$ cat config.mk
export PLATFORM = sky130hd
export DESIGN_NAME = shift_receiver_flat
export DESIGN_NICKNAME = d
export VERILOG_FILES = /design/src/rtl/shift_receiver_pkg.sv /design/src/rtl/shift_receiver_if.sv /design/src/rtl/shift_receiver_rx_shreg.sv /design/src/rtl/shift_receiver.sv /design/src/flat_wrapper.sv
export SDC_FILE = /design/constraint.sdc
export NUM_CORES = 1
export LEC_CHECK = 0
export ABC_AREA = 1
export CORE_AREA = 3 3 53 55
export DETAILED_ROUTE_END_ITERATION = 7
export DIE_AREA = 0 0 56 58
export PLACE_DENSITY_LB_ADDON = 0.12
export SLEW_MARGIN = 15
export SYNTH_ARGS = -nofsm -noshare
export SYNTH_HDL_FRONTEND = slang
export SYNTH_SLANG_ARGS = --single-unit
$ cat constraint.sdc
create_clock -name c -period 1.9 [get_ports c]
set_clock_uncertainty 0.2 [all_clocks]
set_input_delay 0.57 -clock c [delete_from_list [all_inputs] [get_ports c]]
set_output_delay 0.57 -clock c [all_outputs]
set_load 0.01 [all_outputs]
$ cat src/rtl/shift_receiver_pkg.sv
// Shared types and constants for the shift_receiver serial-to-parallel block.
package shift_receiver_pkg;

    typedef logic [1:0] state_t;

    localparam state_t IDLE = 2'd0;
    localparam state_t DATA = 2'd1;
    localparam state_t PAR  = 2'd2;

    localparam logic DIR_LSB_FIRST = 1'b0;
    localparam logic DIR_MSB_FIRST = 1'b1;

endpackage

$ cat src/rtl/shift_receiver_if.sv
// Serial input and parallel valid/ready output bundle of shift_receiver.
interface shift_receiver_if #(
    parameter int unsigned W = 8
);
    logic         sin;
    logic         sen;
    logic         sfrm;
    logic         dir;
    logic [W-1:0] q;
    logic         qv;
    logic         qr;
    logic         ovf;
    logic         ferr;
    logic         perr;

    modport slave (
        input  sin, sen, sfrm, dir, qr,
        output q, qv, ovf, ferr, perr
    );

    modport master (
        output sin, sen, sfrm, dir, qr,
        input  q, qv, ovf, ferr, perr
    );
endinterface

$ cat src/rtl/shift_receiver_rx_shreg.sv
// W-bit bidirectional shift register; word_c is the register value after this edge.
module rx_shreg
    import shift_receiver_pkg::*;
#(
    parameter int unsigned W = 8
) (
    input  logic         clk,
    input  logic         rst_n,
    input  logic         clr,
    input  logic         en,
    input  logic         dir,
    input  logic         sin,
    output logic [W-1:0] word_c
);

    logic [W-1:0] sh_q;
    logic [W-1:0] base;
    logic [W-1:0] shifted;

    // clr with en starts a fresh word whose first bit is sin
    always_comb begin
        base    = clr ? '0 : sh_q;
        shifted = base;
        case (dir)
            DIR_LSB_FIRST: shifted = {sin, base[W-1:1]};
            DIR_MSB_FIRST: shifted = {base[W-2:0], sin};
        endcase
        word_c  = en ? shifted : sh_q;
    end

    always_ff @(posedge clk or negedge rst_n) begin
        if (!rst_n) begin
            sh_q <= '0;
        end else if (en) begin
            sh_q <= shifted;
        end else if (clr) begin
            sh_q <= '0;
        end
    end

endmodule

$ cat src/rtl/shift_receiver.sv
// Serial-to-parallel receiver with a one-word output buffer.
// Build option: SHIFT_RECEIVER_PARITY_EN adds an even-parity bit per frame.
module shift_receiver
    import shift_receiver_pkg::*;
#(
    parameter int unsigned W = 8
) (
    input  logic             c,
    input  logic             nrst,
    shift_receiver_if.slave  bus
);

    localparam int unsigned CW = $clog2(W + 1);

    state_t        state, state_nxt;
    logic [CW-1:0] cnt, cnt_nxt;
    logic          dir_q, dir_nxt;
    logic          start;
    logic          sh_clr, sh_en, sh_dir;
    logic [W-1:0]  sh_word;
    logic          done;
    logic [W-1:0]  q_q, q_nxt;
    logic          qv_q, qv_nxt;
    logic          ovf_q, ovf_nxt;
    logic          ferr_q, ferr_nxt;
    logic          perr_q, perr_nxt;

    assign start  = bus.sen & bus.sfrm;
    // the frame-start bit must use the incoming order, later bits the latched one
    assign sh_dir = start ? bus.dir : dir_q;

    rx_shreg #(.W(W)) u_shreg (
        .clk    (c),
        .rst_n  (nrst),
        .clr    (sh_clr),
        .en     (sh_en),
        .dir    (sh_dir),
        .sin    (bus.sin),
        .word_c (sh_word)
    );

    always_ff @(posedge c or negedge nrst) begin
        if (!nrst) begin
            state  <= IDLE;
            cnt    <= '0;
            dir_q  <= 1'b0;
            q_q    <= '0;
            qv_q   <= 1'b0;
            ovf_q  <= 1'b0;
            ferr_q <= 1'b0;
            perr_q <= 1'b0;
        end else begin
            state  <= state_nxt;
            cnt    <= cnt_nxt;
            dir_q  <= dir_nxt;
            q_q    <= q_nxt;
            qv_q   <= qv_nxt;
            ovf_q  <= ovf_nxt;
            ferr_q <= ferr_nxt;
            perr_q <= perr_nxt;
        end
    end

    always_comb begin
        state_nxt = state;
        cnt_nxt   = cnt;
        dir_nxt   = dir_q;
        sh_clr    = 1'b0;
        sh_en     = 1'b0;
        done      = 1'b0;
        ferr_nxt  = 1'b0;
        perr_nxt  = 1'b0;
        q_nxt     = q_q;
        qv_nxt    = qv_q & ~bus.qr;
        ovf_nxt   = 1'b0;

        if (start) begin
            ferr_nxt  = (state != IDLE);
            sh_clr    = 1'b1;
            sh_en     = 1'b1;
            dir_nxt   = bus.dir;
            cnt_nxt   = CW'(1);
            state_nxt = DATA;
        end else begin
            case (state)
                DATA: begin
                    if (bus.sen) begin
                        sh_en = 1'b1;
                        if (cnt == CW'(W - 1)) begin
`ifdef SHIFT_RECEIVER_PARITY_EN
                            cnt_nxt   = CW'(W);
                            state_nxt = PAR;
`else
                            done      = 1'b1;
                            cnt_nxt   = '0;
                            state_nxt = IDLE;
`endif
                        end else begin
                            cnt_nxt = cnt + CW'(1);
                        end
                    end
                end
                PAR: begin
`ifdef SHIFT_RECEIVER_PARITY_EN
                    if (bus.sen) begin
                        if (^{sh_word, bus.sin}) perr_nxt = 1'b1;
                        else                     done     = 1'b1;
                        cnt_nxt   = '0;
                        state_nxt = IDLE;
                    end
`else
                    // unreachable without parity; recover to IDLE
                    cnt_nxt   = '0;
                    state_nxt = IDLE;
`endif
                end
                default: ;
            endcase
        end

        // a full buffer may still accept a word if it drains on this edge
        if (done) begin
            if (!qv_q || bus.qr) begin
                q_nxt  = sh_word;
                qv_nxt = 1'b1;
            end else begin
                ovf_nxt = 1'b1;
            end
        end
    end

    assign bus.q    = q_q;
    assign bus.qv   = qv_q;
    assign bus.ovf  = ovf_q;
    assign bus.ferr = ferr_q;
    assign bus.perr = perr_q;

endmodule

$ cat src/flat_wrapper.sv
// flat-port wrapper written by rule: the top's interface ports become plain ports
module shift_receiver_flat import shift_receiver_pkg::*;
#(
    parameter int unsigned W = 8
)
  (c, nrst, bus_sin, bus_sen, bus_sfrm, bus_dir, bus_qr, bus_q, bus_qv, bus_ovf, bus_ferr, bus_perr);
  shift_receiver_if #(.W(W)) bus_i ();
  input  logic c;
  input  logic nrst;
  input wire logic [$bits(bus_i.sin)-1:0] bus_sin;
  input wire logic [$bits(bus_i.sen)-1:0] bus_sen;
  input wire logic [$bits(bus_i.sfrm)-1:0] bus_sfrm;
  input wire logic [$bits(bus_i.dir)-1:0] bus_dir;
  input wire logic [$bits(bus_i.qr)-1:0] bus_qr;
  output wire logic [$bits(bus_i.q)-1:0] bus_q;
  output wire logic [$bits(bus_i.qv)-1:0] bus_qv;
  output wire logic [$bits(bus_i.ovf)-1:0] bus_ovf;
  output wire logic [$bits(bus_i.ferr)-1:0] bus_ferr;
  output wire logic [$bits(bus_i.perr)-1:0] bus_perr;
  assign bus_i.sin = bus_sin;
  assign bus_i.sen = bus_sen;
  assign bus_i.sfrm = bus_sfrm;
  assign bus_i.dir = bus_dir;
  assign bus_i.qr = bus_qr;
  assign bus_q = bus_i.q;
  assign bus_qv = bus_i.qv;
  assign bus_ovf = bus_i.ovf;
  assign bus_ferr = bus_i.ferr;
  assign bus_perr = bus_i.perr;
  shift_receiver #(.W(W)) u_core (.c(c), .nrst(nrst), .bus(bus_i));
endmodule
## After elaboration in Yosys (flattened, before gate mapping)

Index checks and enable logic that the tools add are counted.

- Flip-flop bits (word level): 26
- Bits of input ports: 7
- Output and inout bits: 12

- Add/sub/neg operators: 1
- Eq/ne operators: 5
- Multiplexer cells: 26
- Bitwise operators: 4
- Reduce and logical (&&, ||, !) cells: 7

Operators with widths:

| kind | count |
|---|---|
| $mux 8 | 3 |
| $pmux 8 s2 | 1 |
| $mux 1 | 14 |
| $mux 4 | 3 |
| $pmux 4 s2 | 1 |
| $mux 2 | 3 |
| $add 4x1->4 const B | 1 |
| $eq 4x3->1 const B | 1 |
| $pmux 2 s2 | 1 |
| $reduce_and 2->1 | 2 |
| $ne 3x1->1 const B | 1 |
| $ne 3x2->1 const B | 1 |
| $reduce_and 3->1 | 1 |
| $reduce_bool 3->1 | 1 |
| $and 1x1->1 | 2 |
| $eq 2x1->1 const B | 1 |
| $eq 2x2->1 const B | 1 |
| $not 1->1 | 2 |
| $reduce_bool 2->1 | 1 |
| $logic_not 1->1 | 1 |
| $logic_or 1x1->1 | 1 |

## Logic depth before layout (Yosys ltp)

- Depth in word-level cells: 6
- Gate-level depth with buffers: 8
- Gate-level depth less buffers: 8

## By module

Synthesis repeated with hierarchy kept, for this count alone.

- Cell total of the unflattened synthesis: 170
- Area total of the unflattened synthesis: 1,327.5 µm²

By module, submodules not included:

| module | instances | cells an instance | area each (µm²) |
|---|---|---|---|
| shift_receiver | 1 | 90 | 788.3 |
| rx_shreg | 1 | 80 | 539.3 |

## Least setup slack after synthesis

No wires, ideal clock.

- Path kind: input port to flip-flop
- From: input port bus_sen
- To: register u_core.u_shreg.sh_q[6]
- Setup time: 0.119 ns
- Arrival: 1.202 ns
- Slack: 0.379 ns
- Stages on the path: 5
- Cell sequence: nand2_4 nand2_2 buf_6 or2_1 and2_1

- Word-level cells in the longest chain between the ends: 5
- Elaborated cells on any way between the ends: 10

Ends and longest elaborated chain:

| element | RTL line | text |
|---|---|---|
| from (decl) | flat_wrapper.sv:11 | `input wire logic [$bits(bus_i.sen)-1:0] bus_sen;` |
| $and 1x1->1 | shift_receiver.sv:28 | `assign start = bus.sen & bus.sfrm;` |
| $mux 1, on equally long branches | shift_receiver.sv:77, shift_receiver.sv:30 |  |
| $mux 8 / $not 1->1 (equally long branches) | shift_receiver_rx_shreg.sv:22, shift_receiver_rx_shreg.sv:24 |  |
| $pmux 8 s2 | shift_receiver_rx_shreg.sv:24 | `case (dir)` |
| $mux 8 * | shift_receiver_rx_shreg.sv:34 | `end else if (en) begin` |
| to (signal assigned) | shift_receiver_rx_shreg.sv:35 | `sh_q <= shifted;` |
| to (decl) | shift_receiver_rx_shreg.sv:16 | `logic [W-1:0] sh_q;` |

Every way passes the cells marked *; elsewhere a longest branch is shown, timed or not.
A chain may end at the register's enable or synchronous reset.

## Worst setup path after layout

- From: input port bus_sen
- To: register u_core.u_shreg.sh_q[7]

Same word-level chain as after synthesis.

==> results.yml <==
outcome:
  status: "complete, no violations"
synth:
  ys_warn_count: 0
  netlist_instances: 139
  synth_nets: 147
  synth_cell_types: 24
  avgSynthCellArea_sq_um: 8.59
  synth_compound_area_share_pct: 4.61
  synth_fa_ha_area_share_pct: 1.05
  synth_top_family_by_area: "simple AND/OR/NAND/NOR gates"
  syn-cell-area_sq_mm: 0.00119
  synth-seq-cells: 25
  synthXorXnorAreaFrac_pct: 0.734
  seq_area_frac_synth_pct: 52.4
  synth_simple_gate_area_share_pct: 33.4
  synthMuxAreaShare_pct: 0
routing:
  antenna_left: 0
  drt-pass1-iter-count: 4
  drc_errors: 0
  wl_per_cell_microns: 11.5
  viasPerCell: 4.96
  via_count: 972
  drt-total-wl_microns: 2260
  drt_iter0_drc: 15
clock_network:
  cts.clk_slew.worst_paths_ns: 0.13
  cts_buffer_depth: 2
  clkLatencyLatePin_ns: 0.32
  cts_hold_buf: 0
  cts_tree: "built"
  htree_levels: 1
  cts_resized: 11
  clockRootBuffer: "clkbuf_4"
  clock-sinks: 25
  post_cts_buffers: 0
  numCtsBuffers: 3
pwr:
  power_leakage_nw: 0.804
  vdd_drop_max_v: 0.000589
  p_int_mw: 0.813
  p_comb_share_pct: 22.7
  swShare_pct: 30.1
  p_switching_mw: 0.349
  sequentialPowerShare_pct: 56.5
  clock_power_share_pct: 20.7
  powerDensity_mw_per_mm2: 796
die:
  initial_core_util_pct: 49.1
  std_cell_rows: 18
  die-area_sq_mm: 0.00325
  pin_count: 19
  die_y_microns: 58
  die_w_microns: 56
  core-area_sq_mm: 0.00243
final_layout:
  layout_commonest_cell: "nand2_1"
  area_delta_synth_final_pct: 22.3
  n_antenna_cell: 0
  layout_common_cells: "nand2_1 (37), dfrtp_1 (25), nand3_1 (23)"
  design.final.nets: 175
  drive_above_1_share_pct: 14.5
global_routing:
  grt_max_degree: 26
  antenna_found_initial: 0
  grt_pass1_wl_microns: 4040
  grt_pass1_vias: 935
  gr-total-overflow: 0
  grt_util_all_layers_pct: 15.9
timing:
  finalHoldViolCount: 0
  slew_viol_final: 0
  rsz0062_at_grt: "false"
  setup_slack_ns: 0.109
  tns_ns: 0
  min_period_ns: 1.79
  setup_viol: 0
  fin_crit_sh_pct: 94.2
  max_freq_mhz: 558
flow_run:
  max_cap_viol_count: 0
worst_hold_path:
  hp-class: "reg2reg"
  whs_path_depth: 2
place:
  hpwl_microns: 1660
  port_buffers: 17
  gp_congestion: 0.802
  pre_cts_slack_ns: -0.238
worst_setup_path:
  path_class: "in2reg"
  r2r_cells: 8
  arrival_ns: 1.82
  slowest_delay_ns: 0.50
  cp_cell_sequence: "clkdlybuf4s50_1 > nand2_4 > nand2_2 > or2_2 > and2_1"
  worst_setup_path_start_kind: "primary input"
  slowest_stage: "clkdlybuf4s50_1"
  endpoint_kind: "flip-flop"
  cp.required_ns: 1.93
  crit_fanout: 12
synth_stat cells:
master | instances | area [sq um]
a21oi_1 | 1 | 5.00
a22o_1 | 1 | 8.76
and2_1 | 5 | 31.3
buf_2 | 2 | 10.0
buf_4 | 1 | 7.51
buf_6 | 1 | 11.3
conb_1 | 1 | 3.75
dfrtp_1 | 25 | 626
ha_1 | 1 | 12.5
inv_1 | 14 | 52.6
inv_2 | 2 | 7.51
nand2_1 | 37 | 139
nand2_2 | 3 | 18.8
nand2_4 | 2 | 22.5
nand3_1 | 23 | 115
nor2_1 | 5 | 18.8
nor2_4 | 2 | 22.5
o211ai_1 | 1 | 7.51
o21ai_0 | 3 | 15.0
o21ai_1 | 2 | 10.0
o221ai_1 | 1 | 8.76
or2_1 | 3 | 18.8
or2_2 | 2 | 12.5
xor2_1 | 1 | 8.76
power groups by stage:
stage	sequential, mW	combinational [mW]	clock, mW
global route	0.667	0.304	0.266
global placement	0.667	0.281	0
CTS	0.657	0.270	0.248
finish	0.657	0.264	0.241
detailed placement	0.668	0.287	0
floorplan	0.668	0.157	0
worst paths after layout:
kind | from | end | slack, ns
worst min register to register | u_core.bus.q[0] | u_core.bus.q[0] | 0.29
worst min-delay path | u_core.bus.q[0] | u_core.bus.q[0] | 0.29
max in group asynchronous | nrst | u_core.u_shreg.sh_q[4] | 0.87
min in group asynchronous | nrst | u_core.cnt[3] | 0.39
worst max register to register | u_core.cnt[0] | u_core.bus.q[3] | 0.35
worst max-delay path | bus_sen | u_core.u_shreg.sh_q[7] | 0.11
area by class of cell:
cell class                 instances  area, sq um
clock buffer                       4         26.3
timing repair buffer              27          231
fill                             239          972
sequential                        25          626
tap                               30         37.5
inverter                          16         60.1
multi-input combinational         94          479
state kept, by name (all words and copies together), names as in the netlist:
register	flops
u_core.dir_q	1
u_core.cnt	4
u_core.bus.qv	1
u_core.state	1
u_core.bus.ferr	1
u_core.bus.ovf	1
u_core.u_shreg.sh_q	8
u_core.bus.q	8
cells by family (layout without fill, tap and decap cells):
kind of cell / after synthesis / count (layout)
other cells: 1 / 1
fa+ha+maj: 1 / 1
simple gates: 82 / 82
compound gates: 9 / 9
xor+xnor: 1 / 1
flops: 25 / 25
buf+inv: 20 / 47
per-stage QoR:
stage          area (sq um)  util (%)  total power, mW  hold slack [ns]  instances
2_1_floorplan          1190         -            0.825           0.0744        139
3_3_place_gp           1450      59.5            0.948            0.263        192
3_5_place_dp           1450      59.5            0.955            0.265        192
4_1_cts                1460      60.0             1.18            0.301        196
5_1_grt                1460      60.0             1.24            0.318        196
6_report               1460      60.0             1.16            0.290        196
critical path, delay by kind of cell:
kind | cells | cell delay [ns]
buffers and inverters | 1 | 0.50
AND/OR/NAND/NOR | 4 | 0.74
per-layer routing:
layer	vias to the layer above	share of wire, %	global-route usage, %
li1	492	-	-
met1	458	50	21.4
met2	18	44	24.7
met3	4	4.4	3.79
met4	0	1.5	7.12
met5	-	0	0
No activity file was read; power rests on OpenSTA's default activity.
